### src/rtl/serdes_pkg.sv
// Shared encodings for the serial link transmitter and receiver.
package serdes_pkg;

  typedef enum logic {
    ST_HUNT = 1'b0,
    ST_RECV = 1'b1
  } state_t;

  localparam logic ORD_MSB = 1'b0;
  localparam logic ORD_LSB = 1'b1;

endpackage

### src/rtl/serial_word_deser_if.sv
// Serial input, parallel valid/ready output and error-flag bundle of the word deserializer.
interface serial_word_deser_if #(parameter int WIDTH = 4);
  import serdes_pkg::*;

  logic             sin;
  logic             sin_valid;
  logic             sync;
  logic             lsb_first;
  logic [WIDTH-1:0] q;
  logic             out_valid;
  logic             out_ready;
  logic             busy;
  logic             frame_err;
  logic             overrun;
  logic             err_clr;

  modport master (
    output sin, sin_valid, sync, lsb_first, out_ready, err_clr,
    input  q, out_valid, busy, frame_err, overrun
  );

  modport slave (
    input  sin, sin_valid, sync, lsb_first, out_ready, err_clr,
    output q, out_valid, busy, frame_err, overrun
  );

endinterface

### src/rtl/deser_shift_core.sv
// Bidirectional shift-in register with bit counter; word is the value sreg takes on this edge,
// last_bit flags the edge that shifts in the final bit of a word. No backpressure.
module deser_shift_core
  import serdes_pkg::*;
#(
  parameter int WIDTH = 4
) (
  input  logic             clk,
  input  logic             clr,
  input  logic             shift_en,
  input  logic             restart,
  input  logic             order,
  input  logic             sin,
  output logic [WIDTH-1:0] word,
  output logic             last_bit
);

  localparam int CW = $clog2(WIDTH);
  localparam logic [CW-1:0] LAST = CW'(WIDTH - 1);

  logic [WIDTH-1:0] sreg;
  logic [CW-1:0]    cnt;

  always_comb begin
    word = (order == ORD_LSB) ? {sin, sreg[WIDTH-1:1]} : {sreg[WIDTH-2:0], sin};
  end

  // A restart always begins a fresh word, so it can never be the last bit (WIDTH >= 2).
  assign last_bit = shift_en && !restart && (cnt == LAST);

  always_ff @(posedge clk or posedge clr) begin
    if (clr) begin
      sreg <= '0;
      cnt  <= '0;
    end else if (shift_en) begin
      sreg <= word;
      if (restart)       cnt <= CW'(1);
      else if (last_bit) cnt <= '0;
      else               cnt <= cnt + 1'b1;
    end
  end

endmodule

### src/rtl/serial_word_deser.sv
// Serial-to-parallel receiver: q/out_valid update 1 cycle after the last bit of a word.
// A word completing while out_valid is held without out_ready is dropped and flags overrun.
module serial_word_deser
  import serdes_pkg::*;
#(
  parameter int WIDTH        = 4,
  parameter int REQUIRE_SYNC = 1
) (
  input logic                clk,
  input logic                clr,
  serial_word_deser_if.slave bus
);

  state_t           state_q, state_d;
  logic             order_q;
  logic             shift_en, restart, eff_order;
  logic             last_bit;
  logic [WIDTH-1:0] word;
  logic [WIDTH-1:0] q_r;
  logic             vld_r, frame_r, ovr_r;
  logic             frame_set, ovr_set;

  // Input decode; a sync bit always starts a new word and re-latches the bit order.
  always_comb begin
    shift_en  = 1'b0;
    restart   = 1'b0;
    frame_set = 1'b0;
    eff_order = order_q;
    if (bus.sin_valid) begin
      restart   = bus.sync;
      shift_en  = bus.sync || (state_q == ST_RECV);
      frame_set = bus.sync && (state_q == ST_RECV);
      if (bus.sync) eff_order = bus.lsb_first;
    end
  end

  deser_shift_core #(.WIDTH(WIDTH)) u_core (
    .clk      (clk),
    .clr      (clr),
    .shift_en (shift_en),
    .restart  (restart),
    .order    (eff_order),
    .sin      (bus.sin),
    .word     (word),
    .last_bit (last_bit)
  );

  always_ff @(posedge clk or posedge clr) begin
    if (clr) begin
      state_q <= ST_HUNT;
      order_q <= ORD_MSB;
    end else begin
      state_q <= state_d;
      if (restart) order_q <= bus.lsb_first;
    end
  end

  always_comb begin
    state_d = state_q;
    ovr_set = 1'b0;
    if (shift_en) begin
      if (last_bit) state_d = (REQUIRE_SYNC != 0) ? ST_HUNT : ST_RECV;
      else          state_d = ST_RECV;
    end
    if (last_bit && vld_r && !bus.out_ready) ovr_set = 1'b1;
  end

  always_ff @(posedge clk or posedge clr) begin
    if (clr) begin
      q_r   <= '0;
      vld_r <= 1'b0;
    end else if (last_bit) begin
      if (!vld_r || bus.out_ready) begin
        q_r   <= word;
        vld_r <= 1'b1;
      end
    end else if (vld_r && bus.out_ready) begin
      vld_r <= 1'b0;
    end
  end

  // Sticky flags: a set event on the same edge as err_clr takes priority.
  always_ff @(posedge clk or posedge clr) begin
    if (clr) begin
      frame_r <= 1'b0;
      ovr_r   <= 1'b0;
    end else begin
      if (frame_set)        frame_r <= 1'b1;
      else if (bus.err_clr) frame_r <= 1'b0;
      if (ovr_set)          ovr_r   <= 1'b1;
      else if (bus.err_clr) ovr_r   <= 1'b0;
    end
  end

  assign bus.q         = q_r;
  assign bus.out_valid = vld_r;
  assign bus.busy      = (state_q == ST_RECV);
  assign bus.frame_err = frame_r;
  assign bus.overrun   = ovr_r;

endmodule

### src/flat_wrapper.sv
// flat-port wrapper written by rule: the top's interface ports become plain ports
module serial_word_deser_flat import serdes_pkg::*;
#(
  parameter int WIDTH        = 4,
  parameter int REQUIRE_SYNC = 1
)
  (clk, clr, bus_sin, bus_sin_valid, bus_sync, bus_lsb_first, bus_out_ready, bus_err_clr, bus_q, bus_out_valid, bus_busy, bus_frame_err, bus_overrun);
  serial_word_deser_if #(.WIDTH(WIDTH)) bus_i ();
  input logic clk;
  input logic clr;
  input wire logic [$bits(bus_i.sin)-1:0] bus_sin;
  input wire logic [$bits(bus_i.sin_valid)-1:0] bus_sin_valid;
  input wire logic [$bits(bus_i.sync)-1:0] bus_sync;
  input wire logic [$bits(bus_i.lsb_first)-1:0] bus_lsb_first;
  input wire logic [$bits(bus_i.out_ready)-1:0] bus_out_ready;
  input wire logic [$bits(bus_i.err_clr)-1:0] bus_err_clr;
  output wire logic [$bits(bus_i.q)-1:0] bus_q;
  output wire logic [$bits(bus_i.out_valid)-1:0] bus_out_valid;
  output wire logic [$bits(bus_i.busy)-1:0] bus_busy;
  output wire logic [$bits(bus_i.frame_err)-1:0] bus_frame_err;
  output wire logic [$bits(bus_i.overrun)-1:0] bus_overrun;
  assign bus_i.sin = bus_sin;
  assign bus_i.sin_valid = bus_sin_valid;
  assign bus_i.sync = bus_sync;
  assign bus_i.lsb_first = bus_lsb_first;
  assign bus_i.out_ready = bus_out_ready;
  assign bus_i.err_clr = bus_err_clr;
  assign bus_q = bus_i.q;
  assign bus_out_valid = bus_i.out_valid;
  assign bus_busy = bus_i.busy;
  assign bus_frame_err = bus_i.frame_err;
  assign bus_overrun = bus_i.overrun;
  serial_word_deser #(.WIDTH(WIDTH), .REQUIRE_SYNC(REQUIRE_SYNC)) u_core (.clk(clk), .clr(clr), .bus(bus_i));
endmodule
### config.mk
export PLATFORM = sky130hd
export DESIGN_NAME = serial_word_deser_flat
export DESIGN_NICKNAME = d
export VERILOG_FILES = /design/src/rtl/serdes_pkg.sv /design/src/rtl/serial_word_deser_if.sv /design/src/rtl/deser_shift_core.sv /design/src/rtl/serial_word_deser.sv /design/src/flat_wrapper.sv
export SDC_FILE = /design/constraint.sdc
export NUM_CORES = 1
export LEC_CHECK = 0
export CORE_ASPECT_RATIO = 1.5
export CORE_MARGIN = 2
export CORE_UTILIZATION = 35
export CTS_CLUSTER_SIZE = 24
export DETAILED_ROUTE_END_ITERATION = 12
export GPL_TIMING_DRIVEN = 0
export PLACE_DENSITY = 0.58
export SYNTH_ARGS = -nofsm -noshare
export SYNTH_HDL_FRONTEND = slang
export SYNTH_SLANG_ARGS = --single-unit
### constraint.sdc
create_clock -name clk -period 2.2 [get_ports clk]
set_input_delay 0.33 -clock clk [delete_from_list [all_inputs] [get_ports clk]]
set_output_delay 0.33 -clock clk [all_outputs]
set_load 0.03 [all_outputs]
==> out/metrics.yaml <==
h-tree-depth: 1
cts_buffer_depth: 2
yosysWarnings: 0
grt_pass1_vias: 601
crit_end: "bus_busy"
syn2layout_area_growth_pct: 27.86
pwr-share-clk_pct: 14.7
p_seq_share_pct: 40.3
num_io_pins: 16
relSlewSlack_pct: 63.04
root_buffer: "clkbuf_4"
cp-start-kind: "flip-flop"
cts_tree: "done"
drv_cap: 0
place_congestion: 0.7577
grt_antenna_before_repair: 0
syn-num-nets: 80
p_switching_uw: 399.6
switching_share_pct: 37.85
io_buffers: 15
reg2reg_from: "u_core.u_core.cnt[0]"
cts_buffers: 3
rsz0062_at_grt: "no"
fin_ws_ns: 0.5411
drc_errors: 0
diodes: 0
setup_violations: 0
dieHeight_um: 60.01
finalCritPeriodShare_pct: 75.41
clkSinkCount: 15
regArea_um2: 375.4
postCtsResizedCells: 0
outcome: "completed"
wl_per_cell_um: 12.39
grt_max_degree: 16
postSynthCellCount: 71
fill_cells: 203
drive_gt1_share_pct: 14.44
dp_hpwl_um: 1072
ff2ff_path_depth: 4
fp.coreArea_um2: 2002
synth_seq_area_share_pct: 51.28
maxSlewViolCount: 0
grt_overflow: 0
vias_per_cell: 5.214
finalPower_uw: 1056
syn_avg_cell_area_um2: 10.31
final_cell_mix: "clkdlybuf4s50_1 (15), dfrtp_1 (15), a31oi_1 (8), nand2_1 (6), nand3_1 (6)"
cts_setup_buffers: 0
drt_pass1_iterations: 4
fin_crit_ns: 1.659
crit_buf_inv: 1
drt_iter0_drc: 13
r2r_slack_ns: 0.93
critPathMaxFanout: 2
slowest_stage: "clkdlybuf4s50_1"
worstPathArrival_ns: 1.33
p_leak_uw: 0.0003960
die_area_um2: 2481
start_util_pct: 36.56
die_w_um: 41.34
final_nets: 100
fin_util_pct: 46.75
finalClockSkew_ns: 0.0003640
slowest_delay_ns: 0.67
num_rows: 20
max_freq_mhz: 602.8
end_kind: "primary output"
clk_latency_ns: 0.28
worstMarginPinSlew_ns: 0.5538
cp.required_ns: 1.87
dp_slack_ns: 0.5732
intPower_uw: 656.2
hold_buffers: 0
worst-setup-path-type: "flip-flop to primary output"
power_density_nw_per_um2: 1128
grt_usage_pct: 15.04
crit_chain: "clkdlybuf4s50_1"
routed_wl_um: 1388
max-vdd-ir-drop_v: 0.0004546
synth_area_um2: 732.0
pwr-share-comb_pct: 45.0
synth_seq_cells: 15
hold_class: "input port to async pin"
cp-startpoint: "u_core.bus.busy"
r2r_end: "u_core.bus.q[2]"
clkSlewWorstSetupHoldPaths_ns: 0.08
path_depth: 1
yosysUniqueCellTypes: 25
multiInputGateArea_um2: 311.5
hold_viol: 0
fin_setup_tns_ns: 0
critPathTopFamily: "buffers and inverters"
via_count: 584
ant_nets: 0
grt_pass1_wl_um: 2504
## how the worst min path moves through the flow
stage | from | to | slack (ns) | cells after the start
final | clr | u_core.bus.out_valid | 0.39 | 2
after global routing | clr | u_core.bus.overrun | 0.43 | 2
after CTS | clr | u_core.bus.q[0] | 0.42 | 2
after detailed placement | u_core.bus.frame_err | u_core.bus.frame_err | 0.51 | 2
after global placement | u_core.u_core.cnt[0] | u_core.u_core.cnt[0] | 0.49 | 2
after floorplan | clr | u_core.bus.busy | 0.23 | 1
## cells in the mapped netlist, drive strengths merged
cell type  count  area share, %
a31oi          8            6.8
nand3          7            5.5
and3           1            1.5
o21a           2            3.1
buf            3            4.1
nand2          6            3.1
and2           1            1.2
nor2           4            2.1
nand4b         1            1.2
a21bo          1            1.4
nor3b          1            1.0
nand2b         1           0.86
ha             1            1.7
a21boi         1            1.5
a21oi          4            2.7
o22ai          2            1.7
inv            4            2.1
a22o           1            1.2
and4b          1            1.9
dfrtp         15             51
o21ai          6            4.1
## flip-flops by register name, indices dropped and copies added, names as in the netlist
signal,cells
u_core.bus.frame_err,1
u_core.bus.busy,1
u_core.u_core.cnt,2
u_core.bus.out_valid,1
u_core.bus.overrun,1
u_core.bus.q,4
u_core.u_core.sreg,4
u_core.order_q,1
## final cells by class
cell class | instances | share of cell area, %
sequential | 15 | 40.11
multi-input combinational | 49 | 33.29
timing repair buffer | 15 | 16.04
buffer | 3 | 3.209
tap | 22 | 2.941
clock buffer | 4 | 2.807
inverter | 4 | 1.604
## power by group through the flow
stage	Clock, uW	Combinational (uW)	Sequential [uW]
2_1_floorplan	0	213	529
3_3_place_gp	0	470	428
3_5_place_dp	0	477	433
4_1_cts	160	477	428
5_1_grt	178	517	443
6_report	155	475	426
## routing by layer
metal  up-vias  routed length (um)  GRT usage (%)
met1       270                 607          17.62
li1        296                   -              -
met5         -                   0              0
met4         0                  37          8.295
met3         4                  68          4.461
met2        14                 675          23.44
## cell families after synthesis
| family | Yosys count | synth area share (%) |
|---|---|---|
| fa+ha+maj | 1 | 1.709 |
| flops | 15 | 51.28 |
| simple gates | 23 | 18.29 |
| buf+inv | 7 | 6.153 |
| compound gates | 25 | 22.56 |
## metrics by stage
stage,instance area (um2),cells,hold WS [ns]
CTS,935.9,112,0.4169
finish,935.9,112,0.3868
global route,935.9,112,0.4339
floorplan,732.0,71,0.2315
detailed placement,909.6,108,0.5134
global placement,909.6,108,0.4897
No activity file was read; power rests on OpenSTA's default activity.
==> variant: new RTL, config.mk and constraints unchanged <==
`WIDTH` is set to 4 in 4 places; all go to 8.
--- a/src/rtl/serial_word_deser_if.sv
+++ b/src/rtl/serial_word_deser_if.sv
@@ -1,5 +1,5 @@
 // Serial input, parallel valid/ready output and error-flag bundle of the word deserializer.
-interface serial_word_deser_if #(parameter int WIDTH = 4);
+interface serial_word_deser_if #(parameter int WIDTH = 8);
   import serdes_pkg::*;
 
   logic             sin;
--- a/src/rtl/deser_shift_core.sv
+++ b/src/rtl/deser_shift_core.sv
@@ -3,7 +3,7 @@
 module deser_shift_core
   import serdes_pkg::*;
 #(
-  parameter int WIDTH = 4
+  parameter int WIDTH = 8
 ) (
   input  logic             clk,
   input  logic             clr,
--- a/src/rtl/serial_word_deser.sv
+++ b/src/rtl/serial_word_deser.sv
@@ -3,7 +3,7 @@
 module serial_word_deser
   import serdes_pkg::*;
 #(
-  parameter int WIDTH        = 4,
+  parameter int WIDTH        = 8,
   parameter int REQUIRE_SYNC = 1
 ) (
   input logic                clk,
--- a/src/flat_wrapper.sv
+++ b/src/flat_wrapper.sv
@@ -1,7 +1,7 @@
 // flat-port wrapper written by rule: the top's interface ports become plain ports
 module serial_word_deser_flat import serdes_pkg::*;
 #(
-  parameter int WIDTH        = 4,
+  parameter int WIDTH        = 8,
   parameter int REQUIRE_SYNC = 1
 )
   (clk, clr, bus_sin, bus_sin_valid, bus_sync, bus_lsb_first, bus_out_ready, bus_err_clr, bus_q, bus_out_valid, bus_busy, bus_frame_err, bus_overrun);
Ports: changed (resized bus_q); port bits go from 16 to 20. No check against the original RTL was run, so the function may have changed too.
==> variant against the original RTL <==
  * Area after synthesis increased by 53%
  * Sequential cell count up 9
  * Wire length rose by 78%
  * Critical path depth unchanged
  * Synthesized cell count rose by 56%
  * Clock power is 67% higher
  * Sequential share of layout area up 2.8 points
  * Power rose by 19%
  * Cell area increased by 49%
  * Final cell count grew 54%
  * Global-route usage down 0.59 points
  * Setup slack lost 130 ps
  * Largest power group is now sequential cells
==> variant: results (changes against the original RTL) <==
- Status: finished, final reports clean
- Pin count of the biggest net entering global routing: 25 (+9)
- Synth top cells by count: dfrtp_1, a31oi_1, o21ai_0
- M1 WL: 1030 microns (+69%)
- Crit path largest cell delay: 720 ps (+50 ps)
- Synth area leaders: dfrtp_1, a31oi_1, o21ai_0
- M3 GR Usage: 2.05% (-2.4 points)
- Met1 Use GR: 18.0% (+0.35 points)
- Dpl hpwl: 1740 microns (+62%)
- Highest Signal Layer: met4
- Skew final: 2.75 ps (+2.38 ps)
- Vias in the first global route: 961 (+60%)
- Layout cell share with drive strength beyond 1: 11.3% (-3.2 points)
- Placer congestion estimate: 0.828 (+9.2%)
- Post-Syn Nets: 121 (+51%)
- First-pass GRT wire length: 4160 microns (+66%)
- Via count: 946 (+62%)
- Worst Path Max Fanout: 9 (+7)
- Share of the yosys chip area belonging to registers: 53.8% (+2.5 points)
- Met2 usage: 25.9% (+2.4 points)
- Pleak: 0.615 nW (+55%)
- Synth async-reset ratio: 100% (unchanged)
- WL met2: 1310 microns (+95%)
- NumNets Final: 145 (+45%)
- Synth unique cells: 26 (+4.0%)
- Clk_lat worst skew: 260 ps (-20 ps)
- Total track usage: 14.4% (-0.59 points)
- Routed wl met3: 110 microns (+62%)
- CTS Root Cell: clkbuf_8
- Fillers: 320 (+58%)
- Measured slew at the worst slew-check pin: 914 ps (+360 ps)
- Port bufs: 19 (+4)
- Hold Crit Class: reg -> reg
- Placed Area: 1360 sq um (+49%)
- Final wirelength: 2480 microns (+78%)
- Max VDD drop: 0.000538 V (+18%)
- Wire per inst: 14.3 microns (+15%)
## variant: worst register-to-register path, delay by kind of cell, from the launching register on
family	cells	cell delay (ps)
adders and majority gates	2	440
DFF	1	410
AOI/OAI and AO/OA	1	190
buffers and inverters	2	270
and+or+nand+nor	2	370
## variant: cell families after synthesis
logic type	after synthesis
AO/OA/AOI/OAI	42
flip-flops	24
adder cells (fa/ha/maj)	2
AND/OR/NAND/NOR	31
buffers and inverters	12
## variant: worst paths after layout
kind	startpoint	slack [ps]	depth (start not counted)	to
setup / recovery	u_core.bus.busy	410	1	bus_busy
hold / removal	u_core.u_core.cnt[2]	500	1	u_core.u_core.cnt[2]
setup reg to reg	u_core.u_core.cnt[0]	440	7	u_core.bus.q[3]
hold reg to reg	u_core.u_core.cnt[2]	500	1	u_core.u_core.cnt[2]
max in group asynchronous	clr	1080	2	u_core.bus.q[0]
min in group asynchronous	clr	560	2	u_core.bus.out_valid
## variant: through the flow
stage | utilization, % | setup slack [ps] | power (mW)
floorplan | - | 632 | 0.850
detailed placement | 43.8 | 329 | 1.01
global placement | 43.8 | 323 | 1.00
CTS | 45.2 | 395 | 1.26
global route | 45.2 | 342 | 1.32
finish | 45.2 | 409 | 1.26
## variant: layout make-up
class	count	share of cell area (%)
tap	40	3.58
sequential	24	42.9
inverter	4	1.07
clock buffer	3	2.95
buffer	8	4.65
timing repair buffer	19	13.6
multi-input combinational	75	31.2
## variant: power breakdown
| group | internal (mW) | switching [mW] | total [mW] |
|---|---|---|---|
| combinational | 0.175 | 0.232 | 0.407 |
| clock | 0.122 | 0.137 | 0.259 |
| sequential | 0.535 | 0.0567 | 0.592 |
